--- src/rtl/udp_tx_fifo_reader.sv ---
// Read-side consumer of the payload FIFO: slices the byte stream into UDP payload
// packets (full MAX_LEN or timeout flush) and feeds udp_tx through its start/req/done handshake.
module udp_tx_fifo_reader #(
  parameter int DATA_WIDTH    = 8,
  parameter int USEDW_WIDTH   = 12,
  parameter int MAX_LEN       = 1024,
  parameter int FLUSH_TIMEOUT = 10000,
  parameter int IFG_CYCLES    = 12
) (
  input  logic                   rdclk,
  input  logic                   reset_n,
  input  logic [DATA_WIDTH-1:0]  fifo_rddata,
  input  logic                   fifo_empty,
  input  logic [USEDW_WIDTH-1:0] fifo_rdusedw,
  output logic                   fifo_rden,
  output logic                   tx_start_en,
  output logic [15:0]            tx_byte_num,
  input  logic                   tx_req,
  output logic [DATA_WIDTH-1:0]  tx_data,
  input  logic                   tx_done,
  output logic                   busy,
  output logic [15:0]            pkt_cnt,
  output logic                   err_underrun,
  output logic                   err_short
);

  localparam int TMO_W = $clog2(FLUSH_TIMEOUT + 1);
  localparam int GAP_W = $clog2(IFG_CYCLES + 1);
  localparam logic [USEDW_WIDTH-1:0] MAX_LEN_U = USEDW_WIDTH'(MAX_LEN);
  localparam logic [TMO_W-1:0]       TMO_MAX   = TMO_W'(FLUSH_TIMEOUT);
  localparam logic [GAP_W-1:0]       GAP_LAST  = GAP_W'(IFG_CYCLES - 1);

  typedef enum logic [1:0] {IDLE, ARM, SEND, GAP} state_t;

  state_t                  state_reg, state_next;
  logic [TMO_W-1:0]        tmo_cnt_reg, tmo_cnt_next;
  logic [GAP_W-1:0]        gap_cnt_reg, gap_cnt_next;
  logic [USEDW_WIDTH-1:0]  len_reg, len_next;
  logic [USEDW_WIDTH-1:0]  remaining_reg, remaining_next;
  logic [DATA_WIDTH-1:0]   tx_data_reg, tx_data_next;
  logic [15:0]             tx_byte_num_reg, tx_byte_num_next;
  logic [15:0]             pkt_cnt_reg, pkt_cnt_next;
  logic                    tx_start_en_reg, tx_start_en_next;
  logic                    err_underrun_reg, err_underrun_next;
  logic                    err_short_reg, err_short_next;
  logic                    pop;

  always_ff @(posedge rdclk) begin
    if (!reset_n) begin
      state_reg        <= IDLE;
      tmo_cnt_reg      <= '0;
      gap_cnt_reg      <= '0;
      len_reg          <= '0;
      remaining_reg    <= '0;
      tx_data_reg      <= '0;
      tx_byte_num_reg  <= '0;
      pkt_cnt_reg      <= '0;
      tx_start_en_reg  <= 1'b0;
      err_underrun_reg <= 1'b0;
      err_short_reg    <= 1'b0;
    end else begin
      state_reg        <= state_next;
      tmo_cnt_reg      <= tmo_cnt_next;
      gap_cnt_reg      <= gap_cnt_next;
      len_reg          <= len_next;
      remaining_reg    <= remaining_next;
      tx_data_reg      <= tx_data_next;
      tx_byte_num_reg  <= tx_byte_num_next;
      pkt_cnt_reg      <= pkt_cnt_next;
      tx_start_en_reg  <= tx_start_en_next;
      err_underrun_reg <= err_underrun_next;
      err_short_reg    <= err_short_next;
    end
  end

  always_comb begin
    state_next        = state_reg;
    tmo_cnt_next      = tmo_cnt_reg;
    gap_cnt_next      = gap_cnt_reg;
    len_next          = len_reg;
    remaining_next    = remaining_reg;
    tx_data_next      = tx_data_reg;
    tx_byte_num_next  = tx_byte_num_reg;
    pkt_cnt_next      = pkt_cnt_reg;
    tx_start_en_next  = 1'b0;
    err_underrun_next = err_underrun_reg;
    err_short_next    = err_short_reg;
    pop               = 1'b0;

    case (state_reg)
      IDLE: begin
        if (fifo_rdusedw == '0)
          tmo_cnt_next = '0;
        else if (fifo_rdusedw < MAX_LEN_U && tmo_cnt_reg != TMO_MAX)
          tmo_cnt_next = tmo_cnt_reg + TMO_W'(1);

        // A full packet always wins over a pending flush.
        if (fifo_rdusedw >= MAX_LEN_U) begin
          len_next     = MAX_LEN_U;
          tmo_cnt_next = '0;
          state_next   = ARM;
        end else if (tmo_cnt_reg == TMO_MAX && fifo_rdusedw != '0) begin
          len_next     = fifo_rdusedw;
          tmo_cnt_next = '0;
          state_next   = ARM;
        end
      end

      ARM: begin
        // fifo_empty can trail the fill level, so hold off the start until data is visible.
        if (!fifo_empty) begin
          tx_start_en_next = 1'b1;
          tx_byte_num_next = 16'(len_reg);
          remaining_next   = len_reg;
          pkt_cnt_next     = pkt_cnt_reg + 16'd1;
          state_next       = SEND;
        end
      end

      SEND: begin
        if (tx_req) begin
          if (remaining_reg != '0 && !fifo_empty) begin
            pop            = 1'b1;
            tx_data_next   = fifo_rddata;
            remaining_next = remaining_reg - USEDW_WIDTH'(1);
          end else begin
            tx_data_next      = '0;
            err_underrun_next = 1'b1;
          end
        end
        // A request in the same cycle as done is serviced before the owed count is judged.
        if (tx_done) begin
          if (remaining_next != '0)
            err_short_next = 1'b1;
          gap_cnt_next = '0;
          state_next   = GAP;
        end
      end

      GAP: begin
        if (gap_cnt_reg == GAP_LAST) begin
          gap_cnt_next = '0;
          state_next   = IDLE;
        end else begin
          gap_cnt_next = gap_cnt_reg + GAP_W'(1);
        end
      end

      default: state_next = IDLE;
    endcase
  end

  // Never pop while reset is asserted so the FIFO is left untouched.
  assign fifo_rden    = pop & reset_n;
  assign tx_start_en  = tx_start_en_reg;
  assign tx_byte_num  = tx_byte_num_reg;
  assign tx_data      = tx_data_reg;
  assign busy         = (state_reg != IDLE);
  assign pkt_cnt      = pkt_cnt_reg;
  assign err_underrun = err_underrun_reg;
  assign err_short    = err_short_reg;

endmodule
--- config.mk ---
export PLATFORM = sky130hd
export DESIGN_NAME = udp_tx_fifo_reader
export DESIGN_NICKNAME = d
export VERILOG_FILES = /design/src/rtl/udp_tx_fifo_reader.sv
export SDC_FILE = /design/constraint.sdc
export NUM_CORES = 1
export LEC_CHECK = 0
export ABC_AREA = 1
export ABC_CLOCK_PERIOD_IN_PS = 5290
export CAP_MARGIN = 20
export CORE_ASPECT_RATIO = 0.7
export CORE_MARGIN = 1.5
export CORE_UTILIZATION = 40
export CTS_BUF_LIST = sky130_fd_sc_hd__clkbuf_4 sky130_fd_sc_hd__clkbuf_8
export CTS_CLUSTER_DIAMETER = 200
export DETAILED_ROUTE_END_ITERATION = 8
export PLACE_DENSITY_LB_ADDON = 0.25
export SLEW_MARGIN = 20
export SYNTH_ARGS = -nofsm -noshare
export SYNTH_HDL_FRONTEND = slang
export SYNTH_SLANG_ARGS = --single-unit
--- constraint.sdc ---
create_clock -name rdclk -period 5.29 [get_ports rdclk]
set_clock_uncertainty 0.2 [all_clocks]
set_input_delay 1.058 -clock rdclk [delete_from_list [all_inputs] [get_ports rdclk]]
set_output_delay 1.058 -clock rdclk [all_outputs]
set_load 0.03 [all_outputs]
# Yosys cells after proc, flatten, opt, wreduce, memory -nomap -nowiden
# Index checks and enable logic that the tools add are counted.
classes:
  add_sub_neg: 4
  mul: 0
  div: 0
  magnitude_cmp: 2
  eq_ne: 10
  shift: 0
  muxes: 25
  n_bitwise: 3
  n_reduce_logical: 24
ops:
  columns: ["operator", "count"]
  rows:
  - ["$mux 12", 6]
  - ["$mux 14", 4]
  - ["$reduce_bool 12->1", 3]
  - ["$pmux 12 s2", 1]
  - ["$add 16x1->16 const B", 1]
  - ["$add 14x1->14 const B", 1]
  - ["$eq 14x14->1 const B", 1]
  - ["$ne 14x14->1 const B", 1]
  - ["$reduce_and 2->1", 7]
  - ["$ge 12x11->1 const B", 1]
  - ["$logic_not 12->1", 1]
  - ["$lt 12x11->1 const B", 1]
  - ["$sub 12x1->12 const B", 1]
  - ["$mux 2", 5]
  - ["$mux 4", 2]
  - ["$mux 8", 1]
  - ["$pmux 2 s4", 1]
  - ["$pmux 4 s2", 1]
  - ["$reduce_bool 2->1", 4]
  - ["$ne 2x2->1 const B", 3]
  - ["$reduce_and 3->1", 2]
  - ["$add 4x1->4 const B", 1]
  - ["$eq 2x2->1 const B", 2]
  - ["$eq 4x4->1 const B", 1]
  - ["10 further kinds", 16]
totals:
  regBits: 83
  latch_bits: 0
  ram_bits: 0
  rom_bits: 0
  output_inout_bits: 45
  n_memories: 0

# Logic depth before layout (Yosys ltp)
depth:
  depth_word: 7
  mapped_depth: 15
  mapped_depth_nobuf: 14

# Worst setup path before layout
# OpenSTA, ideal clock, no wires.
synth_path:
  path_kind: "input to output"
  start: "input port tx_req"
  end: "output port fifo_rden"
  arrival_time_ns: 1.716
  required_ns: 4.032
  path_slack_ns: 2.316
  cell_stages: 2
  path_cell_list: "nand2_1 > nor3_4"
synth_between:
  elab_chain_len: 3
synth_rtl:
  columns: ["item", "line", "source"]
  rows:
  - ["from (decl)", "18", "input logic tx_req,"]
  - ["$mux 1", "121", "if (tx_req) begin"]
  - ["$mux 1", "90", "case (state_reg)"]
  - ["$and 1x1->1", "154", "assign fifo_rden = pop & reset_n;"]
  - ["to (decl)", "15", "output logic fifo_rden,"]
# Every way passes these cells.

# Final worst setup path
# Same ends and word-level chain as after synthesis.

==> metrics <==
FILL cells=985; total power=between 2000 and 2500 uW; CP max stage delay=between 0.5 and 0.6 ns; Clock transition at path regs=0.08 ns; CP startpoint=tx_req; cell area power density=440 mW/mm2; Skew-Pair Late Insertion Delay=around 0.36 ns; Worst Path Arrival=2.60 ns; max reg flops=16; area of the multi-input gates=approximately 0.0021 mm2; buffer and inverter count on the worst path=2; Post-Syn Area per Cell=between 7 and 8 um2; Core Region=~0.010 mm2; sequential cell area=about 0.0017 mm2; total track usage=19.1%; r2r setup slk=roughly 2.3 ns; critical path class=in2out; die width=approximately 130 um; Worst path depth=4; Synth Area in Simple Gates=29.4%; WL/cell=13.8 um; Via density=5.05; grt total ovfl=0; n_diodes=0; detailed placement HPWL=about 7.4 mm; Async S/R FF share, synth=0%; Slew @ Worst Pin=between 0.9 and 1 ns; final hold violation count=0; worst r2r src=state_reg[0]; compound-cell area share of the yosys netlist=16.3%; clk root buf=clkbuf_8; Vias=roughly 3.8k; Post-CTS Setup Bufs=0; DR pass1 iterations=5; TritonCTS clock tree=built; RSZ-0062 raised after global routing=no; Ports=70; Final GP Congestion=0.870; Std-Cell Rows=31; period utilisation layout=72.9%; Sw Ratio=between 40% and 50%; dpl ws=between 1 and 1.5 ns; largest cells by area after synthesis=dfxtp_1 (39%), nand2_1 (8.2%), a21oi_1 (6.3%); slew margin rel.=33.7%; Sink Count=83; PostCTS Resize Cnt=0; Final Slew Violations=0; initial DRC count=~280; share of cells above drive strength 1=about a tenth; max cap viols=0; number of buffers added on ports=65; FF+latch count, synth=a little over 80; RR Endpoint=remaining_reg[2]; share of the synthesized area in the top cell type=39.5%; largest net degree at the start of global routing=39; crit path cell chain=clkdlybuf4s50_1 -> nand2_1 -> nor3_4 -> buf_4; Remaining DRCs=0; Layout area overhead=20.6%; final WL=between 10 and 15 mm; most frequent cell after synthesis=nand2_1; cell taking the most area after synthesis=dfxtp_1; Tmin final=3.86 ns; register share of total power=a little over a third; post-synthesis xor/xnor area fraction=1.87%; hold_buf cts=0; initial antenna violation count=0; reg2reg path depth=7; Syn Std Cell Area=approximately 0.0042 mm2; die area=0.0112 mm2; Synth cell types=49; post-route cell area=a little over 0.005 mm2; Critical Path End=fifo_rden; Finish-stage setup viols=0; critical path startpoint category=input pin; antenna viol nets, final=0; Post-Synth Adder-Cell Area=~3.0%; Clock Power Share=between 10% and 20%; CTS Buf Count=9; post-synthesis mux area share=0%; leakage power=about 0.0019 uW; vias in the first global route=approximately 3.4k; peak supply drop=0.216 mV; Hold WC Path Type=reg2reg; P_sw=974 uW; Seq/Total Area, Yosys=39.5%; Initial Utilization=roughly two fifths; largest family of logic cells by synthesized area=simple AND/OR/NAND/NOR gates; Placed Area=0.00489 mm2; setup TNS=0 ns; FMAX=259 MHz; Final Worst Setup Slack=1.43 ns; Synth Warn #=0; P_int=about 1300 uW; Crit. End Element=output port; Most used DFF post-synth=dfxtp_1; first-pass GRT wire length=16.9 mm; top cells by count, synth=nand2_1 (92), dfxtp_1 (83), nor2_1 (67); critical path's slowest cell=clkdlybuf4s50_1; Post-Synthesis Cells=roughly 560; nets=648; die height=just under 90 um; peak fanout along the critical path=9; combinational power share=between 40% and 50%; outcome=completed; # H-tree levels=3; Bufs on Longest Clock Path=2; WP data required=between 4 and 5 ns; number of synthesized flops with an enable pin=0; Top delay family on crit path=buffers and inverters
[final cells by class]
type | instances | area share (%)
clock buffers | 9 | 2.44
flip-flops and latches | 83 | 32.7
multi-input cells | 384 | 42.2
well taps | 132 | 3.25
clock inverters | 6 | 1.13
inverters | 68 | 5.13
repair buffers | 67 | 13.1
[worst register-to-register path, stage by stage (launching register included)]
cell	delay (ns)
dfxtp_1	0.36
inv_1	0.08
ha_1	0.44
inv_1	0.50
nor2_1	0.15
nor2_2	0.80
a21oi_1	0.10
a221oi_1	0.30
[power by group through the flow]
| stage | clock, uW | sequential (uW) | combinational [uW] |
|---|---|---|---|
| 3_5_place_dp | 0 | 801 | 1000 |
| 2_1_floorplan | 0 | 848 | 754 |
| 4_1_cts | 450 | 787 | 1010 |
| 6_report | 439 | 788 | 1010 |
| 3_3_place_gp | 0 | 798 | 979 |
| 5_1_grt | 477 | 800 | 1130 |
[layout by cell type, fill, tap and decap left out, drive strengths merged, types with 4 or more instances in the layout]
cell type,instances
nor3,18
nand4,15
clkinv,5
a221oi,8
conb,4
xor2,9
clkbuf,9
nor2,75
o21ai,28
nand2,96
inv,67
dfxtp,83
nand3,37
ha,10
a32o,8
nor3b,4
a21oi,55
clkdlybuf4s50,64
[metal layers]
layer  vias to the layer above  GRT usage, %  wire length [um]
met5                         -             0                 0
met4                         0          4.86                81
met3                         7          5.44               625
met2                        94          27.6              4280
met1                      1724          27.9              5320
li1                       1961             -                 -
[how the worst min path moves through the flow]
stage                                from         endpoint  slack (ns)  cells past startpoint
after global routing            err_short        err_short        0.30                      2
after floorplan           tmo_cnt_reg[13]  tmo_cnt_reg[13]        0.23                      2
final                     tmo_cnt_reg[13]  tmo_cnt_reg[13]        0.27                      2
after detailed placement  tmo_cnt_reg[13]  tmo_cnt_reg[13]        0.26                      2
after CTS                 tmo_cnt_reg[13]  tmo_cnt_reg[13]        0.27                      2
after global placement    tmo_cnt_reg[13]  tmo_cnt_reg[13]        0.25                      2
[kinds of logic (layout without fill, tap and decap cells)]
family,count (synthesis),after routing
buf+inv,95,150
flops,83,83
other cells,1,4
xor+xnor,9,9
fa+ha+maj,10,10
compound gates,111,111
simple gates,250,250
[metrics by stage]
stage / cells / hold slack [ns] / utilization, %
2_1_floorplan: 562 / 0.234 / -
3_3_place_gp: 734 / 0.249 / 47.6
3_5_place_dp: 734 / 0.258 / 47.6
4_1_cts: 749 / 0.271 / 49.4
5_1_grt: 749 / 0.299 / 49.4
6_report: 749 / 0.268 / 49.4
No activity file was read; power rests on OpenSTA's default activity.
